<file path="src/rtl/mul_div_writeback_unit.sv">
// Iterative unsigned multiply/divide unit with a single register-file write-back per operation.
// One operand bit is processed per clock. One operation is in flight at a time.
module mul_div_writeback_unit #(
  parameter int unsigned WIDTH = 32,
  parameter int unsigned AW    = 5,
  parameter int unsigned CNT_W = 6
) (
  input  logic             Clk,
  input  logic             Rst,
  input  logic             Start,
  input  logic [1:0]       Op,
  input  logic [WIDTH-1:0] AData,
  input  logic [WIDTH-1:0] BData,
  input  logic [AW-1:0]    DestAddr,
  output logic             Busy,
  output logic             Done,
  output logic             DivByZero,
  output logic [WIDTH-1:0] WriteRegData,
  output logic [AW-1:0]    WriteRegAddr,
  output logic             WRF
);

  typedef enum logic [1:0] {IDLE, MUL, DIV, WB} state_e;

  state_e             state_q, state_d;
  logic [2*WIDTH-1:0] acc_q, acc_d;
  logic [WIDTH-1:0]   a_q, a_d, b_q, b_d;
  logic               sel_hi_q, sel_hi_d;
  logic [AW-1:0]      dest_q, dest_d;
  logic [CNT_W-1:0]   cnt_q, cnt_d;
  logic               busy_q, busy_d, done_q, done_d, dbz_q, dbz_d, wrf_q, wrf_d;
  logic [WIDTH-1:0]   wdata_q, wdata_d;
  logic [AW-1:0]      waddr_q, waddr_d;

  logic [WIDTH:0]     mul_sum_c, div_shift_c, div_trial_c;
  logic [2*WIDTH-1:0] mul_step_c, div_step_c;
  logic               last_c;

  // Datapath steps: acc holds {partial product, multiplier} or {remainder, dividend/quotient}.
  always_comb begin
    mul_sum_c   = {1'b0, acc_q[2*WIDTH-1:WIDTH]} + (acc_q[0] ? {1'b0, a_q} : {(WIDTH+1){1'b0}});
    mul_step_c  = {mul_sum_c, acc_q[WIDTH-1:1]};
    div_shift_c = {acc_q[2*WIDTH-1:WIDTH], acc_q[WIDTH-1]};
    div_trial_c = div_shift_c - {1'b0, b_q};
    div_step_c  = div_trial_c[WIDTH]
                ? {div_shift_c[WIDTH-1:0], acc_q[WIDTH-2:0], 1'b0}
                : {div_trial_c[WIDTH-1:0], acc_q[WIDTH-2:0], 1'b1};
    last_c      = (cnt_q == CNT_W'(WIDTH - 1));
  end

  // Next-state and registered-output logic.
  always_comb begin
    state_d  = state_q;
    acc_d    = acc_q;
    a_d      = a_q;
    b_d      = b_q;
    sel_hi_d = sel_hi_q;
    dest_d   = dest_q;
    cnt_d    = cnt_q;
    dbz_d    = dbz_q;
    wdata_d  = wdata_q;
    waddr_d  = waddr_q;
    wrf_d    = 1'b0;
    done_d   = 1'b0;

    unique case (state_q)
      IDLE: begin
        if (Start) begin
          a_d      = AData;
          b_d      = BData;
          sel_hi_d = Op[0];
          dest_d   = DestAddr;
          cnt_d    = '0;
          dbz_d    = Op[1] && (BData == '0);
          acc_d    = {{WIDTH{1'b0}}, (Op[1] ? AData : BData)};
          state_d  = Op[1] ? DIV : MUL;
        end
      end
      MUL: begin
        acc_d = mul_step_c;
        cnt_d = cnt_q + CNT_W'(1);
        if (last_c) begin
          state_d = WB;
          wrf_d   = 1'b1;
          done_d  = 1'b1;
          waddr_d = dest_q;
          wdata_d = sel_hi_q ? mul_step_c[2*WIDTH-1:WIDTH] : mul_step_c[WIDTH-1:0];
        end
      end
      DIV: begin
        // A zero divisor skips the iterations and writes the saturated results.
        if (b_q == '0) begin
          state_d = WB;
          wrf_d   = 1'b1;
          done_d  = 1'b1;
          waddr_d = dest_q;
          wdata_d = sel_hi_q ? a_q : {WIDTH{1'b1}};
        end else begin
          acc_d = div_step_c;
          cnt_d = cnt_q + CNT_W'(1);
          if (last_c) begin
            state_d = WB;
            wrf_d   = 1'b1;
            done_d  = 1'b1;
            waddr_d = dest_q;
            wdata_d = sel_hi_q ? div_step_c[2*WIDTH-1:WIDTH] : div_step_c[WIDTH-1:0];
          end
        end
      end
      WB:      state_d = IDLE;
      default: state_d = IDLE;
    endcase

    busy_d = (state_d != IDLE);
  end

  always_ff @(posedge Clk or posedge Rst) begin
    if (Rst) begin
      state_q  <= IDLE;
      acc_q    <= '0;
      a_q      <= '0;
      b_q      <= '0;
      sel_hi_q <= 1'b0;
      dest_q   <= '0;
      cnt_q    <= '0;
      busy_q   <= 1'b0;
      done_q   <= 1'b0;
      dbz_q    <= 1'b0;
      wrf_q    <= 1'b0;
      wdata_q  <= '0;
      waddr_q  <= '0;
    end else begin
      state_q  <= state_d;
      acc_q    <= acc_d;
      a_q      <= a_d;
      b_q      <= b_d;
      sel_hi_q <= sel_hi_d;
      dest_q   <= dest_d;
      cnt_q    <= cnt_d;
      busy_q   <= busy_d;
      done_q   <= done_d;
      dbz_q    <= dbz_d;
      wrf_q    <= wrf_d;
      wdata_q  <= wdata_d;
      waddr_q  <= waddr_d;
    end
  end

  assign Busy         = busy_q;
  assign Done         = done_q;
  assign DivByZero    = dbz_q;
  assign WriteRegData = wdata_q;
  assign WriteRegAddr = waddr_q;
  assign WRF          = wrf_q;

endmodule

</file>
<file path="config.mk">
export PLATFORM = sky130hd
export DESIGN_NAME = mul_div_writeback_unit
export DESIGN_NICKNAME = d
export VERILOG_FILES = /design/src/rtl/mul_div_writeback_unit.sv
export SDC_FILE = /design/constraint.sdc
export NUM_CORES = 1
export LEC_CHECK = 0
export CAP_MARGIN = 5
export CORE_ASPECT_RATIO = 1.4
export CORE_MARGIN = 2
export CORE_UTILIZATION = 50
export CTS_CLUSTER_SIZE = 8
export DETAILED_ROUTE_END_ITERATION = 16
export GPL_TIMING_DRIVEN = 0
export PLACE_DENSITY = 0.71
export SLEW_MARGIN = 20
export SYNTH_ARGS = -nofsm -noshare
export SYNTH_HDL_FRONTEND = slang
export SYNTH_SLANG_ARGS = --single-unit
</file>
<file path="constraint.sdc">
create_clock -name Clk -period 9 [get_ports Clk]
set_clock_uncertainty 0.1 [all_clocks]
set_input_delay 1.8 -clock Clk [delete_from_list [all_inputs] [get_ports Clk]]
set_output_delay 1.8 -clock Clk [all_outputs]
set_load 0.01 [all_outputs]
</file>
# Word level (Yosys, flattened, before mapping)
# Index checks and enable logic that the tools add are counted.
# W data, S select, Z words.
[word_totals]
n_memories = 0
latch_bits = 0
register_bits = 182
in_bits = 74
ramBits = 0
mem_bits_ro = 0
[op_classes]
n_shift = 0
n_mul = 0
reduce_logical = 10
muxes = 27
n_addsub = 3
div = 0
n_eq_ne = 8
bitwise = 0
magnitude_cmp = 0
[op_table]
columns = ["op", "n"]
rows = [
  ["$mux W32", 8],
  ["$mux W64", 3],
  ["$pmux W64 S3", 1],
  ["$logic_not A32 Y1", 2],
  ["$pmux W32 S2", 1],
  ["$add A32 B32 Y33", 1],
  ["$sub A33 B32 Y33", 1],
  ["$pmux W6 S3", 1],
  ["$mux W6", 2],
  ["$mux W5", 2],
  ["$pmux W5 S2", 1],
  ["$mux W2", 4],
  ["$pmux W2 S4", 1],
  ["$add A6 B1 Y6 const B", 1],
  ["$eq A6 B5 Y1 const B", 1],
  ["$ne A2 B2 Y1 const B", 3],
  ["$reduce_and A3 Y1", 2],
  ["$eq A2 B2 Y1 const B", 2],
  ["$reduce_bool A2 Y1", 2],
  ["$ne A3 B3 Y1 const B", 1],
  ["$reduce_bool A3 Y1", 1],
  ["$eq A2 B1 Y1 const B", 1],
  ["$logic_not A2 Y1", 1],
  ["$mux W1", 2],
  ["other kinds (3)", 3],
]

# Longest topological paths before layout
# Gate-level depths: netlist (run 1).
[depth]
ltp_word = 6
ltp_mapped = 14
depth_no_buf = 12

# Worst setup path before layout (run 1)
# Ideal clock, no wire load.
[synth_path]
path_kind = "input to register"
startpoint = "in Start"
endpoint = "reg acc_q[63]"
setup_slack_ps = 5633
n_path_buf = 0
setup_ps = 90
stages = 8
arrival_ps = 3177
cell_sequence = "nand2_1 -> o21ai_0 -> o21ai_0 -> nor3_1 -> nand3_1 -> o22ai_1 -> a21oi_1 -> o221ai_1"
[synth_via]
elab_chain_cells = 2
[synth_rtl]
columns = ["item", "line", "source"]
rows = [
  ["start, declared", "10", "input logic Start,"],
  ["$ne A2 B2 Y1 (no line)", "n/a", ""],
  ["$reduce_and A3 Y1 (no line)", "n/a", ""],
  ["end signal, assigned", "120", "acc_q <= '0;"],
  ["end signal, assigned", "134", "acc_q <= acc_d;"],
  ["end, declared", "26", "logic [2*WIDTH-1:0] acc_q, acc_d;"],
]
# Every way passes these cells.
# A chain may end at the register's enable or synchronous reset.

# Worst setup path after layout (run 1)
[layout_path]
startpoint = "reg b_q[0]"
endpoint = "reg acc_q[7]"
[layout_via]
elab_chain_cells = 3
[layout_rtl]
columns = ["item", "line", "source"]
rows = [
  ["start, declared", "27", "logic [WIDTH-1:0] a_q, a_d, b_q, b_d;"],
  ["start signal, assigned", "122", "b_q <= '0;"],
  ["start signal, assigned", "136", "b_q <= b_d;"],
  ["$logic_not A32 Y1", "92", "if (b_q == '0) begin"],
  ["$ne A2 B2 Y1 (no line)", "n/a", ""],
  ["$reduce_and A3 Y1 (no line)", "n/a", ""],
]
# Every way passes these cells.

==> metrics.txt, run 1 <==
yosys warns=0; IO Port Bufs=113; Setup WS post-layout=3.66 ns; EDFF count, synth=0; # H-tree levels=4; Post-synth top flop=dfrtp_1; synthesized area per cell=8.91 sq um; gr usage total=40.1%; CTS tree=yes; critical path startpoint category=register; Num Clock Sinks=182; Die Height=197 microns; register area share after synthesis=34.4%; slack of the worst reg-to-reg path=3.66 ns; Mapped Area=0.0132 sq mm; core area=0.0261 sq mm; width of the die=142 microns; cts repair resizes=0; full die area=0.0278 sq mm; number of global-route vias before repair=12800; Max Root-Sink Buffers=2; Area Overhead vs Synth=16.4%; Worst Path Required=9.26 ns; Worst Path Max Fanout=10; Achievable Freq=187 MHz; cell area power density=366 mW/mm^2; worst setup path category=register to register; Fillers=2422; Routed Antenna Nets=0; area of the multi-input gates=0.00813 sq mm; # Post-CTS Setup Buffers=0; Initial DRT Pass Iterations=6; diode count=0; nets@finish=1764; adder-cell share of the synthesized area=6.73%; row cnt=70; mux contribution to synthesized area=8.99%; initial antenna violation count=0; Pwr Total=5.64 mW; Simple-Gate Fraction of Synth Area=15.7%; DR WL/cell=28.5 microns; Crit. Startpoint=b_q[0]; post-placement cell area=0.0148 sq mm; pre-CTS setup slack=3.93 ns; Placer Congestion=0.993; Max-cap violations=0; post-layout instance count excluding filler cells=1956; largest family of logic cells by synthesized area=compound AO/OA/AOI/OAI gates; Worst slew margin=31.3%; Synth Area in Compound Gates=26.1%; final WL=55800 microns; clock latency on the worst-skew pair=0.46 ns; Synth cell types=78; outcome=complete, no violations; final hold vios=0; vias per std cell=6.73; first-pass GRT wire length=81600 microns; Seq cells post-synth=182; CTS buffer count=17; crit share post-route=59.3%; DP HPWL=43500 microns; Mapped Cells=1486; RSZ-0062 raised after global routing=no; I/O Pins=115; worst hold path class=register to register; Pleak=6.57 nW; CP endpoint kind=register; Post-synth ARST share=100%; xor/xnor cell area share of the yosys netlist=3.76%; largest net degree at the start of global routing=98; hold path start=DivByZero; GR Overflow Total=0; syn nets=1630; initial DRC count=1456; Worst Max-Slew Pin Slew=1.02 ns; clock slew at reported path FFs=0.07 ns; Clock Tree Root=clkbuf_16; DRC=0; maximum VDD drop=0.210 mV; Final Setup Violations=0; WP data arrival=5.59 ns; fin area=0.0154 sq mm; layout cells sized above 1=8.82%; Seq. cell area=0.00455 sq mm; reg2reg start=b_q[0]; hold bufs inserted after CTS=0; minimum period implied by the final worst setup slack=5.34 ns; Starting Density=50.7%; Final Slew Violations=0; via count=13200; DP Cell Count=1925
[layer usage]
metal	global-route usage [%]	vias up	share of wire, %
met4	25.6	0	7.4
met1	48.3	6423	37
met2	66.4	689	48
li1	-	5860	-
met3	6.63	191	7.6
met5	0	-	0
[power by group]
part	internal (mW)	switching, mW
Clock	0.394	0.386
Combinational	1.18	2.16
Sequential	1.12	0.403
Total	2.70	2.95
[synth_stat cells, drive strengths merged (29+ instances only)]
cell	n	share of area (%)
dfrtp	182	34
nand2	148	4.2
o21ai	93	3.5
a21oi	87	3.3
nor2	85	2.4
mux2	84	7.3
clkbuf	81	2.3
ha	68	6.4
inv	51	1.4
a211oi	50	2.8
nor2b	41	1.9
and2	39	1.8
o31ai	38	2.3
a221oi	35	2.3
o221ai	32	2.1
a21o	30	1.7
xor2	29	1.9
[cell usage in the layout, fill, tap and decap left out, types with 14 or more instances in the layout]
master           instances
nor2b_1                 41
nor3_1                  22
inv_1                   50
o31ai_1                 36
ha_1                    68
o21ai_0                 89
a21o_1                  30
clkbuf_1                81
and2_1                  39
nor4_1                  14
nor2_1                  85
mux2_2                  79
xor2_1                  29
clkbuf_16               17
clkdlybuf4s50_1        113
nand3_1                 23
nand4_1                 15
nand2_1                148
xnor2_1                 26
o211ai_1                23
o221ai_1                32
dfrtp_1                182
a211oi_1                50
a21oi_1                 86
mux2i_1                 23
a221oi_1                35
[cell families after synthesis]
group / count (synthesis)
compound gates: 495
xor+xnor: 56
fa+ha+maj: 70
buf+inv: 144
flops: 182
mux: 107
simple gates: 432
[cell type report]
cell class	instances	area share [%]
Buffer	92	2.42
Clock buffer	17	2.76
Clock inverter	14	1.05
Inverter	52	1.31
Multi-Input combinational cell	1160	52.7
Sequential cell	182	29.5
Tap cell	324	2.63
Timing Repair Buffer	115	7.56
[flip-flops by register name (all words and copies together) (netlist names), 2 cells and up]
| register | flops |
|---|---|
| cnt_q | 6 |
| b_q | 32 |
| WriteRegData | 32 |
| acc_q | 64 |
| WriteRegAddr | 5 |
| dest_q | 5 |
| state_q | 2 |
| a_q | 32 |
[metrics by stage]
stage                     setup TNS (ns)  hold slack [ns]  util [%]
after floorplan                        0            0.366         -
after global placement            -97.31            0.367      56.6
after detailed placement               0            0.386      56.8
after CTS                              0            0.408      59.1
after global routing                   0            0.419      59.1
final                                  0            0.399      59.1
[path summary, 6_finish.rpt]
check / to / depth (start not counted)
max: acc_q[7] / 10
min: DivByZero / 2
max reg2reg: acc_q[7] / 10
min reg2reg: DivByZero / 2
max in group asynchronous: b_q[14] / 3
min in group asynchronous: b_q[1] / 2
[critical path, stage by stage, from the launching register on]
cell	delay (ns)
dfrtp_1	0.44
nor4_1	0.90
nand4_1	0.58
or2_2	0.47
clkbuf_1	0.28
o21ai_0	0.41
buf_2	0.42
clkbuf_1	0.70
clkbuf_1	0.70
nand2_1	0.12
o31ai_1	0.10
(Power assumes the default switching activity.)
==> run 2, diff against run 1 <==
==> constraint.sdc (replaced) <==
create_clock -name Clk -period 5.2 [get_ports Clk]
set_clock_uncertainty 0.1 [all_clocks]
set_input_delay 1.04 -clock Clk [delete_from_list [all_inputs] [get_ports Clk]]
set_output_delay 1.04 -clock Clk [all_outputs]
set_load 0.01 [all_outputs]
==> run 2 against run 1 <==
Compared with the run above: sequential power is 74% higher; fmax up 5.4%; core utilization increased by 0.65 points; critical endpoint is now acc_q[2]; combinational power increased by 73%; hold slack better by 0.0050 ns.
==> metrics.txt, run 2 (same netlist as run 1, synthesis figures left out) <==
outcome=complete, no violations; Worst Hold Path EP=WriteRegAddr[3]; Clock Tree Root=clkbuf_16; Routed Antenna Nets=0 (unchanged); Area Overhead vs Synth=17.7%; Pleak=6.65 nW (+1.1%); WP data arrival=5.33 ns (-0.26 ns); hold depth=1 (-1); full die area=0.0278 sq mm (unchanged); # H-tree levels=4 (unchanged); crit share post-route=97.4% (+38 points); Max Root-Sink Buffers=2 (unchanged); Die Height=197 microns (unchanged); Setup WS post-layout=0.134 ns (-3.53 ns); cell area power density=635 mW/mm^2 (+73%); hold path start=dest_q[3]; cts repair resizes=0 (unchanged); IO Port Bufs=113 (unchanged); Initial DRT Pass Iterations=6 (unchanged); Fillers=2363 (-2.4%); DRC=0 (unchanged); diode count=0 (unchanged); Final Slew Violations=0 (unchanged); core area=0.0261 sq mm (unchanged); gr usage total=40.1% (about the same); setup TNS=0 ns (unchanged); Max-cap violations=0 (unchanged); initial DRC count=1220 (-16%); Worst Path Max Fanout=10 (unchanged); # Post-CTS Setup Buffers=0 (unchanged); initial antenna violation count=0 (unchanged); layout cells sized above 1=9.15% (+0.33 points); vias per std cell=6.82 (+1.3%); R2R Path End=acc_q[2]; CTS tree=yes; largest register by flop count=acc_q; minimum period implied by the final worst setup slack=5.07 ns (-0.273 ns); number of global-route vias before repair=13200 (+2.4%); Worst Max-Slew Pin Slew=1.06 ns (+0.0370 ns); Achievable Freq=197 MHz (+5.4%); Final Setup Violations=0 (unchanged); worst setup path category=register to register; post-placement cell area=0.0150 sq mm (+0.78%); CP endpoint kind=register; fin area=0.0156 sq mm (+1.1%); worst reg-to-reg path cell count=10 (unchanged); Worst Path Required=5.46 ns (-3.80 ns); width of the die=142 microns (unchanged); DP HPWL=43600 microns (+0.23%); clock slew at reported path FFs=0.07 ns (about the same); most frequent cells in the layout=182 x dfrtp_1, 148 x nand2_1, 113 x clkdlybuf4s50_1; Num Clock Sinks=182 (unchanged); DP Cell Count=1931 (+0.31%); worst hold path class=register to register; Worst slew margin=28.8% (-2.5 points); hold bufs inserted after CTS=0 (unchanged); pre-CTS setup slack=0.271 ns (-3.66 ns); Placer Congestion=1.00 (+0.89%); final WL=55500 microns (-0.61%); maximum VDD drop=0.323 mV (+54%); RSZ-0062 raised after global routing=no; commonest non-fill, non-tap cell in the layout=dfrtp_1; critical path startpoint category=register; slack of the worst reg-to-reg path=0.13 ns (-3.53 ns); I/O Pins=115 (unchanged); WHS=0.404 ns (+0.00499 ns); CTS buffer count=17 (unchanged); DR WL/cell=28.3 microns (-0.97%); max reg flops=64 (unchanged); via count=13400 (+1.7%); row cnt=70 (unchanged); clock latency on the worst-skew pair=0.46 ns (about the same); first-pass GRT wire length=82000 microns (+0.38%); nets@finish=1770 (+0.34%); reg2reg start=b_q[0]; post-layout instance count excluding filler cells=1963 (+0.36%); GR Overflow Total=0 (unchanged); final hold vios=0 (unchanged); largest net degree at the start of global routing=32 (-67%); Starting Density=50.7% (unchanged)
[run 2: worst max path at each step]
stage,start,to,slack (ns),cells after the start
after floorplan,Rst,Busy,1.72,1
after global placement,Rst,b_q[9],0.08,2
after detailed placement,b_q[0],acc_q[2],0.27,10
after CTS,b_q[0],acc_q[2],0.26,10
after global routing,b_q[0],acc_q[5],0.1,10
final,b_q[0],acc_q[2],0.13,10
[run 2: metrics by stage]
| stage | util (%) | total power, mW |
|---|---|---|
| 2_1_floorplan | - | 6.23 |
| 3_3_place_gp | 56.6 | 8.13 |
| 3_5_place_dp | 57.3 | 8.23 |
| 4_1_cts | 59.7 | 9.71 |
| 5_1_grt | 59.7 | 10.4 |
| 6_report | 59.7 | 9.90 |
[run 2: final cells by class]
class	instances	area, sq um	share of cell area [%]
plain buffers	92	373	2.39
clock buffers	18	429	2.75
clock inverters	14	213	1.36
inverters	52	199	1.28
multi-input cells	1160	8130	52.2
flip-flops and latches	182	4550	29.2
well taps	324	405	2.60
repair buffers	121	1290	8.25
[run 2: per-layer routing]
metal  vias up  global-route usage, %  share of wire (%)
li1       5854                      -                  -
met1      6522                   47.6                 36
met2       770                   65.5                 47
met3       236                   7.80                8.3
met4         0                   27.2                8.2
met5         -                      0                  0
[run 2: worst max-delay path: stages, from the launching register on]
cell	delay [ns]
dfrtp_1	0.44
nor4_1	0.77
nand4_1	0.51
or2_2	0.45
clkbuf_1	0.29
o21ai_0	0.40
buf_2	0.40
clkbuf_1	0.73
clkbuf_1	0.65
nand2_1	0.12
o31ai_1	0.10
[run 2: where the power goes]
| part | internal (mW) | switching (mW) | leakage [nW] |
|---|---|---|---|
| sequential | 1.94 | 0.714 | 2.33 |
| clock | 0.821 | 0.650 | 0.307 |
| combinational | 2.05 | 3.72 | 4.01 |
| total | 4.81 | 5.08 | 6.65 |
==> run 3, diff against run 2 <==
--- a/config.mk
+++ b/config.mk
@@ -5,7 +5,6 @@
 export SDC_FILE = /design/constraint.sdc
 export NUM_CORES = 1
 export LEC_CHECK = 0
-export CAP_MARGIN = 5
 export CORE_ASPECT_RATIO = 1.4
 export CORE_MARGIN = 2
 export CORE_UTILIZATION = 50
==> results of run 3 <==
No change in the layout: final DEF, timing and power equal those of run 2.
